## config.mk

```make
export PLATFORM = sky130hd
export DESIGN_NAME = reorder_buffer_flat
export DESIGN_NICKNAME = d
export VERILOG_FILES = /design/src/rtl/fcpu_pkg.sv /design/src/rtl/reorder_buffer_if.sv /design/src/rtl/reorder_buffer.sv /design/src/flat_wrapper.sv
export SDC_FILE = /design/constraint.sdc
export NUM_CORES = 1
export LEC_CHECK = 0
export BUFFER_PORTS_ARGS = -buffer_cell sky130_fd_sc_hd__buf_2
export CAP_MARGIN = 5
export CELL_PAD_IN_SITES_DETAIL_PLACEMENT = 1
export CELL_PAD_IN_SITES_GLOBAL_PLACEMENT = 1
export CORE_MARGIN = 2
export CORE_UTILIZATION = 43
export CTS_CLUSTER_SIZE = 8
export DETAILED_ROUTE_END_ITERATION = 10
export PLACE_DENSITY = 0.86
export SLEW_MARGIN = 40
export SYNTH_ARGS = -nofsm -noshare
export SYNTH_HDL_FRONTEND = slang
export SYNTH_SLANG_ARGS = --single-unit
```

## constraint.sdc

```tcl
create_clock -name clk -period 3.27 [get_ports clk]
set_input_delay 0.654 -clock clk [delete_from_list [all_inputs] [get_ports clk]]
set_output_delay 0.654 -clock clk [all_outputs]
set_load 0.05 [all_outputs]
```

## src/rtl/fcpu_pkg.sv

```systemverilog
// Shared fcpu core definitions: tag/data widths, CDB layout and the
// reorder buffer entry record.
package fcpu_pkg;

    localparam int RSV_ID_W   = 3;
    localparam int DATA_W     = 32;
    localparam int REG_ADDR_W = 5;
    localparam int CDB_W      = RSV_ID_W + DATA_W;

    // One in-flight instruction awaiting in-order retirement.
    typedef struct packed {
        logic                  valid;
        logic                  done;
        logic [REG_ADDR_W-1:0] dest;
        logic [DATA_W-1:0]     data;
    } rob_entry_t;

endpackage

```

## src/rtl/reorder_buffer_if.sv

```systemverilog
// Dispatch / CDB / retirement signal bundle of the reorder buffer.
// The master side is dispatch plus the register file; the slave side is the buffer.
interface reorder_buffer_if
    import fcpu_pkg::*;
#(
    parameter int REG_ADDR_W = fcpu_pkg::REG_ADDR_W
) ();

    logic                  alloc_valid;
    logic [REG_ADDR_W-1:0] alloc_dest;
    logic                  alloc_ready;
    logic [RSV_ID_W-1:0]   alloc_id;

    logic                  cdb_valid;
    logic [CDB_W-1:0]      cdb;

    logic [RSV_ID_W-1:0]   rd_id;
    logic                  rd_filled;
    logic [DATA_W-1:0]     rd_data;

    logic                  commit_valid;
    logic [RSV_ID_W-1:0]   commit_id;
    logic [REG_ADDR_W-1:0] commit_dest;
    logic [DATA_W-1:0]     commit_data;
    logic                  commit_ready;

    logic                  flush;
    logic [RSV_ID_W:0]     count;

    modport master (
        output alloc_valid, alloc_dest, cdb_valid, cdb, rd_id, commit_ready, flush,
        input  alloc_ready, alloc_id, rd_filled, rd_data,
               commit_valid, commit_id, commit_dest, commit_data, count
    );

    modport slave (
        input  alloc_valid, alloc_dest, cdb_valid, cdb, rd_id, commit_ready, flush,
        output alloc_ready, alloc_id, rd_filled, rd_data,
               commit_valid, commit_id, commit_dest, commit_data, count
    );

endinterface

```

## src/rtl/reorder_buffer.sv

```systemverilog
// In-order retirement buffer: hands out tags at the tail, captures CDB results
// out of order and retires completed entries from the head.
module reorder_buffer
    import fcpu_pkg::*;
#(
    parameter int REG_ADDR_W = fcpu_pkg::REG_ADDR_W
) (
    input  logic           clk,
    input  logic           nrst,
    reorder_buffer_if.slave rob
);

    localparam int DEPTH = 1 << RSV_ID_W;
    localparam int PTR_W = RSV_ID_W + 1;

    rob_entry_t entries_q [DEPTH];
    rob_entry_t entries_d [DEPTH];

    logic [PTR_W-1:0]    head_q, head_d;
    logic [PTR_W-1:0]    tail_q, tail_d;
    logic [PTR_W-1:0]    countVal;
    logic [RSV_ID_W-1:0] headIdx;
    logic [RSV_ID_W-1:0] tailIdx;
    logic [RSV_ID_W-1:0] cdbTag;
    logic [DATA_W-1:0]   cdbData;
    logic                full;
    logic                allocFire;
    logic                commitFire;
    logic                cdbFire;
    rob_entry_t          headEntry;
    rob_entry_t          cdbEntry;
    rob_entry_t          rdEntry;

    assign headIdx  = head_q[RSV_ID_W-1:0];
    assign tailIdx  = tail_q[RSV_ID_W-1:0];
    assign cdbTag   = rob.cdb[DATA_W +: RSV_ID_W];
    assign cdbData  = rob.cdb[0 +: DATA_W];

    // Wrap bit makes the modular difference distinguish full from empty.
    assign countVal = tail_q - head_q;
    assign full     = (countVal == PTR_W'(DEPTH));

    assign headEntry = entries_q[headIdx];
    assign cdbEntry  = entries_q[cdbTag];
    assign rdEntry   = entries_q[rob.rd_id];

    assign rob.alloc_ready  = !nrst && !rob.flush && !full;
    assign rob.alloc_id     = tailIdx;
    assign rob.count        = countVal;

    assign rob.commit_valid = !nrst && !rob.flush && headEntry.valid && headEntry.done;
    assign rob.commit_id    = headIdx;
    assign rob.commit_dest  = headEntry.dest;
    assign rob.commit_data  = headEntry.data;

    assign allocFire  = rob.alloc_valid && rob.alloc_ready;
    assign commitFire = rob.commit_valid && rob.commit_ready;
    assign cdbFire    = rob.cdb_valid && cdbEntry.valid && !cdbEntry.done;

    // Operand lookup, with a same-cycle bypass from the CDB so dispatch never
    // misses a result that is being broadcast right now.
    always_comb begin
        rob.rd_filled = rdEntry.valid && rdEntry.done;
        rob.rd_data   = rdEntry.data;
        if (rob.cdb_valid && (cdbTag == rob.rd_id) && rdEntry.valid) begin
            rob.rd_filled = 1'b1;
            rob.rd_data   = cdbData;
        end
    end

    // Allocation is applied last so it overrides a CDB write to the same slot.
    always_comb begin
        entries_d = entries_q;
        head_d    = head_q;
        tail_d    = tail_q;
        if (cdbFire) begin
            entries_d[cdbTag].done = 1'b1;
            entries_d[cdbTag].data = cdbData;
        end
        if (commitFire) begin
            entries_d[headIdx] = '0;
            head_d             = head_q + 1'b1;
        end
        if (allocFire) begin
            entries_d[tailIdx].valid = 1'b1;
            entries_d[tailIdx].done  = 1'b0;
            entries_d[tailIdx].dest  = rob.alloc_dest;
            entries_d[tailIdx].data  = '0;
            tail_d                   = tail_q + 1'b1;
        end
    end

    always_ff @(posedge clk) begin
        if (nrst || rob.flush) begin
            entries_q <= '{default: '0};
            head_q    <= '0;
            tail_q    <= '0;
        end else begin
            entries_q <= entries_d;
            head_q    <= head_d;
            tail_q    <= tail_d;
        end
    end

endmodule
```

## src/flat_wrapper.sv

```systemverilog
// flat-port wrapper written by rule: the top's interface ports become plain ports
module reorder_buffer_flat import fcpu_pkg::*;
#(
    parameter int REG_ADDR_W = fcpu_pkg::REG_ADDR_W
)
  (clk, nrst, rob_alloc_valid, rob_alloc_dest, rob_cdb_valid, rob_cdb, rob_rd_id, rob_commit_ready, rob_flush, rob_alloc_ready, rob_alloc_id, rob_rd_filled, rob_rd_data, rob_commit_valid, rob_commit_id, rob_commit_dest, rob_commit_data, rob_count);
  reorder_buffer_if #(.REG_ADDR_W(REG_ADDR_W)) rob_i ();
  input  logic clk;
  input  logic nrst;
  input wire logic [$bits(rob_i.alloc_valid)-1:0] rob_alloc_valid;
  input wire logic [$bits(rob_i.alloc_dest)-1:0] rob_alloc_dest;
  input wire logic [$bits(rob_i.cdb_valid)-1:0] rob_cdb_valid;
  input wire logic [$bits(rob_i.cdb)-1:0] rob_cdb;
  input wire logic [$bits(rob_i.rd_id)-1:0] rob_rd_id;
  input wire logic [$bits(rob_i.commit_ready)-1:0] rob_commit_ready;
  input wire logic [$bits(rob_i.flush)-1:0] rob_flush;
  output wire logic [$bits(rob_i.alloc_ready)-1:0] rob_alloc_ready;
  output wire logic [$bits(rob_i.alloc_id)-1:0] rob_alloc_id;
  output wire logic [$bits(rob_i.rd_filled)-1:0] rob_rd_filled;
  output wire logic [$bits(rob_i.rd_data)-1:0] rob_rd_data;
  output wire logic [$bits(rob_i.commit_valid)-1:0] rob_commit_valid;
  output wire logic [$bits(rob_i.commit_id)-1:0] rob_commit_id;
  output wire logic [$bits(rob_i.commit_dest)-1:0] rob_commit_dest;
  output wire logic [$bits(rob_i.commit_data)-1:0] rob_commit_data;
  output wire logic [$bits(rob_i.count)-1:0] rob_count;
  assign rob_i.alloc_valid = rob_alloc_valid;
  assign rob_i.alloc_dest = rob_alloc_dest;
  assign rob_i.cdb_valid = rob_cdb_valid;
  assign rob_i.cdb = rob_cdb;
  assign rob_i.rd_id = rob_rd_id;
  assign rob_i.commit_ready = rob_commit_ready;
  assign rob_i.flush = rob_flush;
  assign rob_alloc_ready = rob_i.alloc_ready;
  assign rob_alloc_id = rob_i.alloc_id;
  assign rob_rd_filled = rob_i.rd_filled;
  assign rob_rd_data = rob_i.rd_data;
  assign rob_commit_valid = rob_i.commit_valid;
  assign rob_commit_id = rob_i.commit_id;
  assign rob_commit_dest = rob_i.commit_dest;
  assign rob_commit_data = rob_i.commit_data;
  assign rob_count = rob_i.count;
  reorder_buffer #(.REG_ADDR_W(REG_ADDR_W)) u_core (.clk(clk), .nrst(nrst), .rob(rob_i));
endmodule
```

---- After elaboration in Yosys (flattened, before gate mapping) ----
Cells that the tools add are included.
operators by class
  add/sub/neg operators ................... 3
  $lt $le $gt $ge ......................... 7
  bitwise logic cells ..................... 6
  reduce and logical (&&, ||, !) cells .... 19
  eq/ne operators ......................... 2
  muxes and demuxes ....................... 34
operator list
  cell                                                                          number
  312-bit bitwise mux                                                           6
  312-bit two-way mux                                                           3
  39-bit demux with 3-bit select                                                7
  39-bit binary-select mux with 3-bit select                                    3
  312-bit bitwise AND                                                           1
  39-bit two-way mux                                                            8
  312-bit NOT                                                                   1
  32-bit two-way mux                                                            3
  38-bit two-way mux                                                            2
  37-bit two-way mux                                                            1
  4-bit >= comparator, second input constant                                    4
  3-bit NOT with 4-bit output                                                   4
  1-bit logical AND                                                             14
  4-bit by 1-bit less-than comparator with 1-bit output, second input constant  3
  4-bit by 1-bit adder with 4-bit output, second input constant                 2
  4-bit equality test, second input constant                                    1
  1-bit logical NOT                                                             4
  4-bit subtractor                                                              1
  3-bit equality test                                                           1
  1-bit logical OR                                                              1
  1-bit two-way mux                                                             1
word-level totals
  register bits ........................... 320
  bits of input ports ..................... 49
  logic and storage cells ................. 105

---- Longest topological paths before layout ----
  word-level depth ........................ 15
  gate-level depth with buffers ........... 13
  depth with buffers taken out ............ 9

---- Worst setup path before layout ----
No wires, ideal clock.
  path kind ............................... flip-flop to output port
  from .................................... reg u_core.head_q[2]
  to ...................................... out rob_alloc_ready
  cell stages (with the launch flop) ...... 11
  path buffers ............................ 4
  setup slack ............................. -1.019 ns
  data arrival time ....................... 3.635 ns
  cells stage by stage .................... dfxtp_1 -> buf_2 -> inv_1 -> clkbuf_1 -> clkbuf_1 -> ha_1 -> xor2_1 -> or3_1 -> buf_2 -> nor3_1 -> nor2_1
on the way
  longest elaborated chain between the ends .. 4
ends and longest elaborated chain
  element                 RTL line               text
  start, declared         reorder_buffer.sv:19   logic [PTR_W-1:0] head_q, head_d;
  start signal, assigned  reorder_buffer.sv:96   head_q <= '0;
  start signal, assigned  reorder_buffer.sv:100  head_q <= head_d;
  4-bit subtractor        reorder_buffer.sv:40   assign countVal = tail_q - head_q;
  via rob_count[2]        flat_wrapper.sv:25     output wire logic [$bits(rob_i.count)-1:0] rob_count;
  4-bit equality test     reorder_buffer.sv:41   assign full = (countVal == PTR_W'(DEPTH));
  1-bit logical NOT       reorder_buffer.sv:47   assign rob.alloc_ready = !nrst && !rob.flush && !full;
  1-bit logical AND       reorder_buffer.sv:47
  end, declared           flat_wrapper.sv:17     output wire logic [$bits(rob_i.alloc_ready)-1:0] rob_alloc_ready;
The timed path passes the listed nets, and every way through them passes these cells.

---- Final worst setup path ----
  from .................................... reg u_core.head_q[2]
  to ...................................... out rob_commit_data[28]
on the way
  longest elaborated chain between the ends .. 4
ends and longest elaborated chain
  element                                                RTL line              text
  3-bit NOT with 4-bit output (implied by the code)      reorder_buffer.sv:43  assign headEntry = entries_q[headIdx];
  39-bit binary-select mux with 3-bit select             reorder_buffer.sv:43
  39-bit two-way mux (implied by the code) (2 in a row)  reorder_buffer.sv:43
  end, declared                                          flat_wrapper.sv:24    output wire logic [$bits(rob_i.commit_data)-1:0] rob_commit_data;
No other way between the ends. The select of a mux whose other input is x is not followed.

==> flow_summary_export.csv <==
group,metric,value,unit
run_status,run_status,"complete, but fails checks",
run_status,failed_checks,"setup timing",
cts,clock_tree_from_tritoncts,"yes",
power_and_ir_drop,ir_worst_vdd,293.7,uV
global_routing,via_count_of_the_first_global_routing_pass,17900,
finish,area_growth_syn_to_layout,18.46,%
synth,synth_cell_type_count,58,
global_routing,grt_max_degree,77,
setup_path,crit_arrival,2620,ps
setup_path,critical_path.endpoint_type,"primary output",
synth,synthArstFlopShare,0,
cts,ctsLongestPathBuffers,3,
worst_hold_path,min_delay_path_depth,2,
sta,min_period,3275,ps
setup_path,cp-endpoint,"rob_commit_data[28]",
power_and_ir_drop,swShare,0.2428,
floorplan,num_rows,73,
cts,cts_hold_repair.buffers,0,
setup_path,setup.worst_path.start_class,"register",
placed_design,io_buffer_count,130,
synth,synth_top_area_cell,"sky130_fd_sc_hd__dfxtp_1",
global_routing,grt_overflow_total,0,
sta,post-route-period-util,1.002,
setup_path,reg2reg_depth,10,
synth,ys_warns,0,
setup_path,critical_path.startpoint,"u_core.head_q[2]",
cts,total_clock_sinks,320,
cts,clkLatencyLatePin,560,ps
floorplan,core_area,39820,sq um
floorplan,area_enclosed_by_the_die_boundary,41980,sq um
setup_path,worst_r2r_startpoint,"u_core.head_q[2]",
synth,synth_sequential_area_ratio,0.3691,
finish,drive_above_1_share,0.2758,
synth,netlist.area_leader.share,0.3691,
route,antenna_nets_post_route,0,
route,vias_per_cell,7.123,
placed_design,post-place-ws,89.91,ps
route,total_routed_length,75000,um
worst_hold_path,min_path_type,"input pin to register",
route,route.detailed.drc,0,
floorplan,initial_core_util,0.4358,
sta,rsz0062_at_grt,"no",
sta,worst_slew_pin_slew,917.6,ps
power_and_ir_drop,seq_power_share,0.452,
route,met3_length,7925,um
cts,cts.clk_slew.worst_paths,50,ps
synth,ys_dominant_reg_cell,"sky130_fd_sc_hd__dfxtp_1",
sta,relSlewSlack,0.3883,
route,route.vias.total,16800,
sta,finalHoldViolations,0,
job,max_capacitance_violation_count,0,
sta,maxSlewViolCount,0,
synth,synth.ff_latch_count,320,
route,routed.top_layer,"met4",
finish,nets,1883,
synth,synth.area.top_cells,"sky130_fd_sc_hd__dfxtp_1, sky130_fd_sc_hd__mux2i_1, sky130_fd_sc_hd__mux4_2",
setup_path,path_class,"register to primary output",
route,firstDrtPassIters,5,
route,initialDrtViolationCount,1955,
setup_path,critical_path.reg2reg.endpoint,"u_core.entries_q[262]",
synth,synth_area_per_cell,9.900,sq um
placed_design,place.detailed.hpwl,42630,um
finish,final_util,0.5162,
route,met1_length,26900,um
sta,post-route-worst-setup-slack,-4.956,ps
sta,clock-skew-final,21.16,ps
placed_design,place.gp.congestion,0.9189,
floorplan,ios,131,
synth,synth_cells,1753,
synth,synth_nets,1808,
synth,synth-edff-count,0,
cts,htree_num_levels,2,
power_and_ir_drop,power_leakage,8.365,nW
sta,final-setup-viol-count,1,
cts,clockRootBuffer,"sky130_fd_sc_hd__clkbuf_16",
power_and_ir_drop,clkPwrFrac,0.494,
global_routing,wire_length_of_the_first_global_routing_pass,109700,um
global_routing,gr-usage-all-layers,0.3450,
sta,max_freq,305.3,MHz
floorplan,die_height,204.9,um
setup_path,critical_path_required,2620,ps
route,avgRoutedWirePerCell,31.79,um
power_and_ir_drop,power_report.internal_total,6.553,mW
synth,synth_cell_area,17360,sq um
cts,number_of_buffers_inserted_during_clock_tree_synthesis,45,
setup_path,critPathMaxFanout,26,
global_routing,antenna_violations_before_repair,3,
power_and_ir_drop,combPwrFrac,0.054,
power_and_ir_drop,pwr_per_cell_area,421.0,nW/um^2
power_and_ir_drop,power.switching,2.101,mW
setup_path,regToRegSetupSlack,40,ps
route,met2_wirelength,34730,um
floorplan,chipWidth,204.9,um
[cells in the mapped netlist, drive strengths merged (2+ instances only)]
library cell  count
mux2i           329
dfxtp           320
nor3            206
clkbuf          118
buf              98
nand2            83
mux4             70
nor4             68
o21ai            68
mux2             59
nor2             48
o2bb2ai          41
nand3            37
a22oi            36
a221oi           31
a21oi            25
inv              15
o22ai            15
o31ai             9
a211oi            7
nand4             7
o21bai            7
o221ai            7
and2              5
ha                5
nor2b             5
nor4b             4
xnor2             4
xor2              4
nand2b            3
o311ai            3
a221o             2
or3               2
[final cells by class]
class	instances	area, sq um
fill	4359	19260
multi-input combinational	1202	10290
sequential	320	6419
timing repair buffer	244	1933
clock buffer	49	1184
tap	525	656.9
inverter	15	56.30
clock inverter	1	8.758
antenna	3	7.507
[power groups by stage]
stage | Clock [mW] | Combinational, mW | Sequential [mW]
after floorplan | 0 | 0.275 | 3.99
after global placement | 0 | 0.427 | 3.99
after detailed placement | 0 | 0.436 | 3.99
after CTS | 4.25 | 0.453 | 3.91
after global routing | 4.43 | 0.481 | 3.91
final | 4.27 | 0.468 | 3.91
[kinds of logic after synthesis]
| kind of cell | share of synthesized area |
|---|---|
| AND/OR/NAND/NOR | 0.1368 |
| multiplexers | 0.3189 |
| flip-flops | 0.3691 |
| AO/OA/AOI/OAI | 0.1096 |
| buffers and inverters | 0.05688 |
| XOR/XNOR | 0.004037 |
| adder cells (fa/ha/maj) | 0.004758 |
[layer usage]
metal  GRT usage  vias up
li1            -     6768
met1      0.4084     8220
met2      0.5483     1383
met3     0.07604      433
met4      0.2585        0
met5           0        -
[worst min-delay path by stage]
stage / from / to / slack [ps]
floorplan: u_core.entries_q[32] / u_core.entries_q[32] / 440
detailed placement: u_core.entries_q[35] / u_core.entries_q[35] / 460
global route: rob_commit_ready / u_core.head_q[1] / 450
global placement: u_core.entries_q[35] / u_core.entries_q[35] / 450
CTS: rob_commit_ready / u_core.head_q[1] / 430
finish: rob_commit_ready / u_core.head_q[1] / 430
[worst max-delay path, cell delays in order (launching register included)]
cell and delay (ps):
sky130_fd_sc_hd__dfxtp_4 440, sky130_fd_sc_hd__buf_8 290, sky130_fd_sc_hd__and2_1 260, sky130_fd_sc_hd__buf_4 240, sky130_fd_sc_hd__nand2_1 90, sky130_fd_sc_hd__o21ai_0 120
sky130_fd_sc_hd__a21oi_1 140, sky130_fd_sc_hd__o21ai_1 170, sky130_fd_sc_hd__buf_2 310
[registers in the layout, summed over array words and instances, names as in the netlist]
signal / count
u_core.tail_q: 4
u_core.entries_q: 312
u_core.head_q: 4
[cell usage in the layout, fill, tap and decap left out, drive strengths merged, types with 48 or more instances in the layout]
cell type / n
dfxtp: 320
mux4: 70
mux2: 59
clkbuf: 50
nor2: 48
buf: 241
nand2: 83
o21ai: 68
mux2i: 329
nor3: 206
nor4: 68
[per-stage QoR]
step	hold slack, ps	TNS (ps)	total power [mW]	std cells	area (sq um)
2_1_floorplan	436.2	-640.2	4.268	1753	17510
3_3_place_gp	446.2	0	4.418	2288	18990
3_5_place_dp	462.5	0	4.428	2290	19040
4_1_cts	425.7	-60.63	8.620	2351	20460
5_1_grt	448.0	0	8.821	2359	20560
6_report	434.7	-4.956	8.655	2359	20560
[what timing repair did]
action                     CTS  global route
cloned                       2             1
gates resized for setup     26             5
setup endpoints to repair   35            25
buffers inserted             9             4
pin swaps                    5             4
Power figures use the tool's default switching activity.
